**src/rtl/spi_slave_regbank_if.sv**
```systemverilog
// spi_slave_regbank_if: SPI pins plus channel word, update and error outputs of the register bank
interface spi_slave_regbank_if #(
  parameter int NUM_CH = 5,
  parameter int DATA_W = 16
);
  logic SlaveChipSelect;
  logic SlaveDataIn;
  logic SlaveDataOut;
  logic [NUM_CH*DATA_W-1:0] ChannelWords;
  logic UpdatePulse;
  logic [7:0] ErrorCount;
  modport master(output SlaveChipSelect, SlaveDataIn, input SlaveDataOut, ChannelWords, UpdatePulse, ErrorCount);
  modport slave(input SlaveChipSelect, SlaveDataIn, output SlaveDataOut, ChannelWords, UpdatePulse, ErrorCount);
endinterface

```
**src/rtl/spi_slave_regbank.sv**
```systemverilog
// spi_slave_regbank: SPI-slave register bank with shadow/active channel words, command and status registers
module spi_slave_regbank #(
  parameter int NUM_CH = 5,
  parameter int ADDR_W = 7,
  parameter int DATA_W = 16,
  parameter logic [15:0] PRODUCT_ID = 16'h0500,
  parameter int ID_ADDR = 5,
  parameter int STAT_ADDR = 6,
  parameter int CMD_ADDR = 7,
  parameter logic [DATA_W-1:0] DEFAULT_VAL = '0,
  parameter bit AUTO_UPDATE = 1'b1
) (
  input logic SlaveClock,
  input logic ResetButton,
  spi_slave_regbank_if.slave bus
);
  localparam int LAST = ADDR_W + DATA_W;
  localparam int CW = $clog2(LAST + 1);
  localparam logic [CW-1:0] K_ADDR = CW'(ADDR_W);
  localparam logic [CW-1:0] K_LAST = CW'(LAST);
  localparam logic [ADDR_W-1:0] A_ID = ADDR_W'(ID_ADDR);
  localparam logic [ADDR_W-1:0] A_STAT = ADDR_W'(STAT_ADDR);
  localparam logic [ADDR_W-1:0] A_CMD = ADDR_W'(CMD_ADDR);
  logic cs, din, mode, dout, upd;
  logic [CW-1:0] cnt;
  logic [ADDR_W-1:0] addr, raddr;
  logic [DATA_W-2:0] data_sr, miso_sr;
  logic [DATA_W-1:0] rdata, word;
  logic [DATA_W-1:0] shadow [NUM_CH];
  logic [DATA_W-1:0] active [NUM_CH];
  logic [7:0] err;
  logic commit, ch_hit, wr_ch, wr_stat, wr_cmd, wr_bad, abort;
  assign cs = bus.SlaveChipSelect;
  assign din = bus.SlaveDataIn;
  assign raddr = {addr[ADDR_W-2:0], din};
  assign word = {data_sr, din};
  assign commit = !cs && cnt == K_LAST && mode;
  assign ch_hit = {1'b0, addr} < (ADDR_W+1)'(NUM_CH);
  assign wr_ch = commit && ch_hit;
  assign wr_stat = commit && addr == A_STAT;
  assign wr_cmd = commit && addr == A_CMD;
  assign wr_bad = commit && !ch_hit && addr != A_STAT && addr != A_CMD;
  assign abort = cs && cnt != '0;
  always_comb begin
    rdata = '0;
    for (int i = 0; i < NUM_CH; i++) rdata = raddr == ADDR_W'(i) ? shadow[i] : rdata;
    rdata = raddr == A_ID ? DATA_W'(PRODUCT_ID) : rdata;
    rdata = raddr == A_STAT ? DATA_W'(err) << (DATA_W - 8) : rdata;
  end
  // MISO shifts zeros in behind the read word, so it idles low outside the data phase
  always_ff @(posedge SlaveClock or negedge ResetButton)
    if (!ResetButton) begin
      cnt <= '0;
      mode <= 1'b0;
      addr <= '0;
      data_sr <= '0;
      {dout, miso_sr} <= '0;
    end else if (cs) begin
      cnt <= '0;
      {dout, miso_sr} <= '0;
    end else begin
      cnt <= cnt == K_LAST ? '0 : cnt + CW'(1);
      if (cnt == '0) mode <= din;
      if (cnt != '0 && cnt <= K_ADDR) addr <= raddr;
      data_sr <= {data_sr[DATA_W-3:0], din};
      {dout, miso_sr} <= cnt == K_ADDR && !mode ? rdata : {miso_sr, 1'b0};
    end
  always_ff @(posedge SlaveClock or negedge ResetButton)
    if (!ResetButton) begin
      for (int i = 0; i < NUM_CH; i++) begin
        shadow[i] <= DEFAULT_VAL;
        active[i] <= DEFAULT_VAL;
      end
      err <= '0;
      upd <= 1'b0;
    end else begin
      upd <= (wr_ch && AUTO_UPDATE) || (wr_cmd && (word[0] || word[1]));
      for (int i = 0; i < NUM_CH; i++)
        if (wr_cmd && word[0]) begin
          shadow[i] <= DEFAULT_VAL;
          active[i] <= DEFAULT_VAL;
        end else if (wr_cmd && word[1]) active[i] <= shadow[i];
        else if (wr_ch && addr == ADDR_W'(i)) begin
          shadow[i] <= word;
          if (AUTO_UPDATE) active[i] <= word;
        end
      if (wr_stat) err <= '0;
      else if ((wr_bad || abort) && err != 8'hFF) err <= err + 8'd1;
    end
  for (genvar g = 0; g < NUM_CH; g++) assign bus.ChannelWords[g*DATA_W +: DATA_W] = active[g];
  assign bus.SlaveDataOut = dout;
  assign bus.UpdatePulse = upd;
  assign bus.ErrorCount = err;
endmodule

```
**src/flat_wrapper.sv**
```systemverilog
// flat-port wrapper written by rule: the top's interface ports become plain ports
module spi_slave_regbank_flat 
#(
  parameter int NUM_CH = 5,
  parameter int ADDR_W = 7,
  parameter int DATA_W = 16,
  parameter logic [15:0] PRODUCT_ID = 16'h0500,
  parameter int ID_ADDR = 5,
  parameter int STAT_ADDR = 6,
  parameter int CMD_ADDR = 7,
  parameter logic [DATA_W-1:0] DEFAULT_VAL = '0,
  parameter bit AUTO_UPDATE = 1'b1
)
  (SlaveClock, ResetButton, bus_SlaveChipSelect, bus_SlaveDataIn, bus_SlaveDataOut, bus_ChannelWords, bus_UpdatePulse, bus_ErrorCount);
  spi_slave_regbank_if #(.NUM_CH(NUM_CH), .DATA_W(DATA_W)) bus_i ();
  input logic SlaveClock;
  input logic ResetButton;
  input wire logic [$bits(bus_i.SlaveChipSelect)-1:0] bus_SlaveChipSelect;
  input wire logic [$bits(bus_i.SlaveDataIn)-1:0] bus_SlaveDataIn;
  output wire logic [$bits(bus_i.SlaveDataOut)-1:0] bus_SlaveDataOut;
  output wire logic [$bits(bus_i.ChannelWords)-1:0] bus_ChannelWords;
  output wire logic [$bits(bus_i.UpdatePulse)-1:0] bus_UpdatePulse;
  output wire logic [$bits(bus_i.ErrorCount)-1:0] bus_ErrorCount;
  assign bus_i.SlaveChipSelect = bus_SlaveChipSelect;
  assign bus_i.SlaveDataIn = bus_SlaveDataIn;
  assign bus_SlaveDataOut = bus_i.SlaveDataOut;
  assign bus_ChannelWords = bus_i.ChannelWords;
  assign bus_UpdatePulse = bus_i.UpdatePulse;
  assign bus_ErrorCount = bus_i.ErrorCount;
  spi_slave_regbank #(.NUM_CH(NUM_CH), .ADDR_W(ADDR_W), .DATA_W(DATA_W), .PRODUCT_ID(PRODUCT_ID), .ID_ADDR(ID_ADDR), .STAT_ADDR(STAT_ADDR), .CMD_ADDR(CMD_ADDR), .DEFAULT_VAL(DEFAULT_VAL), .AUTO_UPDATE(AUTO_UPDATE)) u_core (.SlaveClock(SlaveClock), .ResetButton(ResetButton), .bus(bus_i));
endmodule
```
**config.mk**
```make
export PLATFORM = sky130hd
export DESIGN_NAME = spi_slave_regbank_flat
export DESIGN_NICKNAME = d
export VERILOG_FILES = /design/src/rtl/spi_slave_regbank_if.sv /design/src/rtl/spi_slave_regbank.sv /design/src/flat_wrapper.sv
export SDC_FILE = /design/constraint.sdc
export NUM_CORES = 1
export LEC_CHECK = 0
export BUFFER_PORTS_ARGS = -buffer_cell sky130_fd_sc_hd__clkbuf_2
export CORE_MARGIN = 2
export CORE_UTILIZATION = 25
export DETAILED_ROUTE_END_ITERATION = 10
export GPL_TIMING_DRIVEN = 0
export PLACE_DENSITY_LB_ADDON = 0.1
export SYNTH_ARGS = -nofsm -noshare
export SYNTH_HDL_FRONTEND = slang
export SYNTH_SLANG_ARGS = --single-unit
```
**constraint.sdc**
```tcl
create_clock -name SlaveClock -period 2.2 [get_ports SlaveClock]
set_input_delay 0.44 -clock SlaveClock [delete_from_list [all_inputs] [get_ports SlaveClock]]
set_output_delay 0.44 -clock SlaveClock [all_outputs]
set_load 0.05 [all_outputs]
```
# After elaboration in Yosys (flattened, before gate mapping)
# Cells that the tools add are included.
# op_classes
n_addsub,2
n_lt_le_gt_ge,2
n_eq_ne,18
n_mux,39
bitwise,1
n_reduce_logical,48
# op_table
op,count
$mux W16,33
$eq A7 B3 Y1 const B,6
$eq A7 B2 Y1 const B,4
$logic_and A1 B1 Y1,20
$mux W8,2
$mux W15,1
$reduce_bool A3 Y1,5
$eq A7 B1 Y1 const B,2
$logic_not A7 Y1,2
$ne A7 B3 Y1 const B,2
$reduce_and A2 Y1,7
$reduce_bool A2 Y1,6
$mux W5,2
$add A8 B1 Y8 const B,1
$ne A8 B8 Y1 const B,1
$lt A7 B3 Y1 const B,1
$add A5 B1 Y5 const B,1
$eq A5 B3 Y1 const B,1
$eq A5 B5 Y1 const B,1
$le A5 B3 Y1 const B,1
$logic_not A5 Y1,1
$reduce_bool A5 Y1,1
$logic_not A1 Y1,3
$logic_or A1 B1 Y1,3
other kinds (3),3
# totals
ff_bits,213
output_inout_bits,90
wordCells,128

# Depth between registers and ports, before layout
# logic_depth
word_depth,10
ltp_mapped,9
mapped_depth_nobuf,7

# Worst setup path before layout
# OpenSTA, ideal clock, no wires.
# synth_path
kind,input-to-reg
start,in bus_SlaveChipSelect
end,"reg u_core.active, in the netlist u_core.bus.ChannelWords[45]"
setup_time_ns,0.127
t_arrival_ns,2.116
setup_slack_ns,-0.043
cell_stages,8
n_path_buf,4
cell_sequence,buf_2 or3b_1 clkbuf_1 or4_1 buf_2 buf_2 o21ai_0 o21ai_1
# synth_between
elab_chain_len,7
elab_cells_between_ends,11
cone_classes,mux (2); reduce/logical (9)
# synth_lines
item,line_no,source
start: declaration,flat_wrapper.sv:18,input wire logic [$bits(bus_i.SlaveChipSelect)-1:0] bus_SlaveChipSelect;
$logic_not A1 Y1 (*),spi_slave_regbank.sv:37,assign commit = !cs && cnt == K_LAST && mode;
$logic_and A1 B1 Y1 (*) (2 in a row),spi_slave_regbank.sv:37,
$logic_and A1 B1 Y1,spi_slave_regbank.sv:41,assign wr_cmd = commit && addr == A_CMD;
$logic_and A1 B1 Y1,spi_slave_regbank.sv:82,end else if (wr_cmd && word[1]) active[i] <= shadow[i];
$mux W16,spi_slave_regbank.sv:82,
$mux W16,spi_slave_regbank.sv:79,if (wr_cmd && word[0]) begin
end signal: indexed assignment,spi_slave_regbank.sv:82,
end signal: indexed assignment,spi_slave_regbank.sv:85,if (AUTO_UPDATE) active[i] <= word;
end: declaration,spi_slave_regbank.sv:30,logic [DATA_W-1:0] active [NUM_CH];
# Mark *: on every way between the ends. The rest lies on a longest branch, timed or not.
# A chain may end at the register's enable or synchronous reset.

# Worst setup path after layout
# layout_path
start,reg u_core.cnt[0]
end,"reg u_core.active, in the netlist u_core.bus.ChannelWords[65]"
# layout_between
elab_chain_len,7
elab_cells_between_ends,11
cone_classes,eq/ne (1); mux (2); reduce/logical (8)
# layout_lines
item,line_no,source
start: declaration,spi_slave_regbank.sv:25,logic [CW-1:0] cnt;
start signal: assignment,spi_slave_regbank.sv:62,cnt <= cnt == K_LAST ? '0 : cnt + CW'(1);
$eq A5 B5 Y1 (*),spi_slave_regbank.sv:37,
$logic_and A1 B1 Y1 (*) (2 in a row),spi_slave_regbank.sv:37,
$logic_and A1 B1 Y1,spi_slave_regbank.sv:41,
$logic_and A1 B1 Y1,spi_slave_regbank.sv:82,
$mux W16,spi_slave_regbank.sv:82,
$mux W16,spi_slave_regbank.sv:79,
# Marked as above.

==> results.cfg <==
[logic_synthesis]
synth.distinct_cells = 59
syn_area_um2 = 9870
avgSynthCellArea_um2 = 9.55
synth_edf_count = 0
syn_nets = 1040
synth_flop_cell = dfrtp_1
yosysSeqAreaShare_pct = 54.0
synth_top_area_share_pct = 54.0
synth.largest_area_cell = dfrtp_1
ys_warn_count = 0
postSynthRegisterBits = 213
synth_area_leaders = dfrtp_1, nor2_1, nand2_1, a21oi_1, o21ai_0
synthCells = 1033
async_flop_share_pct = 100

[sta]
setup_slack_ns = -0.164
period_needed_ns = 2.36
timing.fmax_mhz = 423
relSlewSlack_pct = 40.7
finalCritPeriodShare_pct = 107
hold_viol = 0
setup_viol = 143
holdWs_ns = 0.317
rsz0062_at_grt = true
maxSlewViolCount = 0
max_slew.worst_pin.slew_ns = 0.886
skew_ns = 0.0151

[critical_path]
cp_slowest_cell = or4_4
path_class = reg -> reg
cp_max_fo = 5
reg2reg_depth = 8
cp_slowest_stage_delay_ns = 0.60
regToRegSetupSlack_ns = -0.16
crit_family = simple AND/OR/NAND/NOR gates
cp.required_ns = 2.61
path_cells = ha_4, nand4b_1, buf_4, or4_4, buf_8, o21a_4, o211ai_1, nand2_1
worstPathArrival_ns = 2.77
critPathLaunchType = register
path_buf_inv = 2
crit_path_end_kind = register
worstReg2RegStart = u_core.cnt[0]$_DFF_PN0_
rr_endpoint = u_core.bus.ChannelWords[65]$_DFFE_PN0P_

[cts]
htree_levels = 1
cts_buffer_depth = 3
clock_latency_ns = 0.54
clk_pin_slew_worst_paths_ns = 0.06
cts-root-buf = clkbuf_16
cts_tree = built
clkSinkCount = 213
cts_buffers = 27

[floorplan]
die-area_um2 = 41100
initial_core_util_pct = 25.4
row_count = 72
die_x_um = 203
ios = 94
core_um2 = 38800
die_y_um = 203

[routing]
routed_wl_um = 41700
viasPerCell = 5.04
wl_per_cell_um = 24.0
routed-via-count = 8763
drt-initial-drc-count = 656
ant_nets = 0
drtPass1Iterations = 5
drc_errors = 0

[place]
numPortBuffers = 91
routabilityCongestion = 0.839
place_hpwl_um = 28500
dpl_cell_area_um2 = 11000

[global_routing]
antenna_found_initial = 1
grt_pass1_vias = 8780
grt_overflow = 0
track_usage_pct = 20.0
grt_start_max_net_pins = 99
grt_pass1_wl_um = 61800

[finish]
fin_util_pct = 36.4
areaGrowthSynthToFinish_pct = 43.2
drive_gt1_share_pct = 37.9
nFillCells = 3907
n_antenna_cell = 0
design_area_um2 = 14100
fin_nets = 1208

[min_path]
hp-class = in -> async

[outcome]
violations = negative setup slack
status = finished, violations left

[power]
powerDensity_nw_per_um2 = 809
power_leakage_uw = 0.00639
ir_drop_mv = 0.497

[flow_run]
drv_cap = 0
## cell type report
type	instances	area, um^2	area share (%)
plain buffers	72	777	5.50
repair buffers	144	1200	8.51
inverters	10	37.5	0.266
multi-input cells	733	5230	37.0
clock inverters	8	103	0.726
flip-flops and latches	213	5340	37.8
well taps	518	648	4.59
clock buffers	42	802	5.67
## worst register-to-register path, stage by stage, from the launching register on
cell      delay, ns
dfrtp_1        0.40
ha_4           0.17
nand4b_1       0.21
buf_4          0.21
or4_4          0.60
buf_8          0.17
o21a_4         0.23
o211ai_1       0.16
nand2_1        0.10
## how the worst max path moves through the flow
stage	from	end	depth (start not counted)
2_1_floorplan	bus_SlaveChipSelect	u_core.bus.ChannelWords[45]$_DFFE_PN0P_	8
3_3_place_gp	ResetButton	u_core.bus.ChannelWords[24]$_DFFE_PN0P_	1
3_5_place_dp	u_core.cnt[0]$_DFF_PN0_	u_core.shadow[29]$_DFFE_PN0P_	9
4_1_cts	u_core.addr[5]$_DFFE_PN0P_	u_core.bus.ChannelWords[65]$_DFFE_PN0P_	7
5_1_grt	u_core.cnt[0]$_DFF_PN0_	u_core.bus.ChannelWords[65]$_DFFE_PN0P_	8
6_report	u_core.cnt[0]$_DFF_PN0_	u_core.bus.ChannelWords[65]$_DFFE_PN0P_	8
## kinds of logic (layout without fill, tap and decap cells)
logic type | count (synthesis) | count (layout) | share of synthesized area [%]
xor gates and xnor gates | 1 | 1 | 0.0888
muxes | 65 | 65 | 7.42
buffers and inverters | 87 | 276 | 3.91
AOI/OAI and AO/OA | 289 | 289 | 17.3
DFF | 213 | 213 | 54.0
adders and majority gates | 3 | 3 | 0.380
and+or+nand+nor | 375 | 375 | 16.9
## through the flow
step                std cells  setup TNS, ns  setup WS [ns]  total power (uW)
finish                   1740          -9.06         -0.164             11400
global route             1740         -18.20         -0.215             11900
CTS                      1731         -10.21         -0.222             11400
detailed placement       1644        -112.84          -1.14              6430
global placement         1642        -988.37          -4.14              6410
floorplan                1033         -0.125        -0.0108              5570
## synth_stat cells (24+ instances only)
| cell | n |
|---|---|
| o21ai_1 | 24 |
| clkbuf_1 | 48 |
| a21oi_1 | 91 |
| nor2_1 | 142 |
| nand2_1 | 130 |
| o21ai_0 | 85 |
| mux2_2 | 25 |
| mux2i_1 | 36 |
| dfrtp_1 | 213 |
| o31ai_1 | 32 |
| nand3_1 | 32 |
## cell usage in the layout, fill, tap and decap left out, types with 32 or more instances in the layout
cell	n
o21ai_1	32
clkbuf_2	100
mux2i_1	36
clkbuf_16	35
o21ai_0	58
nor2_1	88
nor2_4	46
nand2_1	125
a21oi_1	58
dfrtp_1	208
## state kept, by name, indices dropped and copies added (netlist names)
| name | flops |
|---|---|
| u_core.data_sr | 15 |
| u_core.cnt | 5 |
| u_core.bus.UpdatePulse | 1 |
| u_core.bus.SlaveDataOut | 1 |
| u_core.shadow | 80 |
| u_core.miso_sr | 15 |
| u_core.bus.ChannelWords | 80 |
| u_core.mode | 1 |
| u_core.bus.ErrorCount | 8 |
| u_core.addr | 7 |
## timing repair
action	CTS	global route
gates cloned	13	3
resized for setup	316	131
pin swaps	43	39
hold buffers	1	0
buffers inserted	27	9
setup endpoints to repair	187	181
hold endpoints to repair	20	0
## per-layer routing
| layer | wire length (um) | global-route usage (%) | vias up |
|---|---|---|---|
| met5 | 0 | 0 | - |
| met4 | 718 | 3.47 | 0 |
| met3 | 1690 | 2.25 | 43 |
| met2 | 19000 | 31.7 | 201 |
| met1 | 20300 | 29.7 | 4505 |
| li1 | - | - | 4014 |
## report_power, final
part / switching, uW / internal [uW] / leakage, uW
combinational: 1580 / 776 / 0.00302
clock: 1820 / 2740 / 0.000443
sequential: 412 / 4110 / 0.00293
Power figures use the tool's default switching activity.
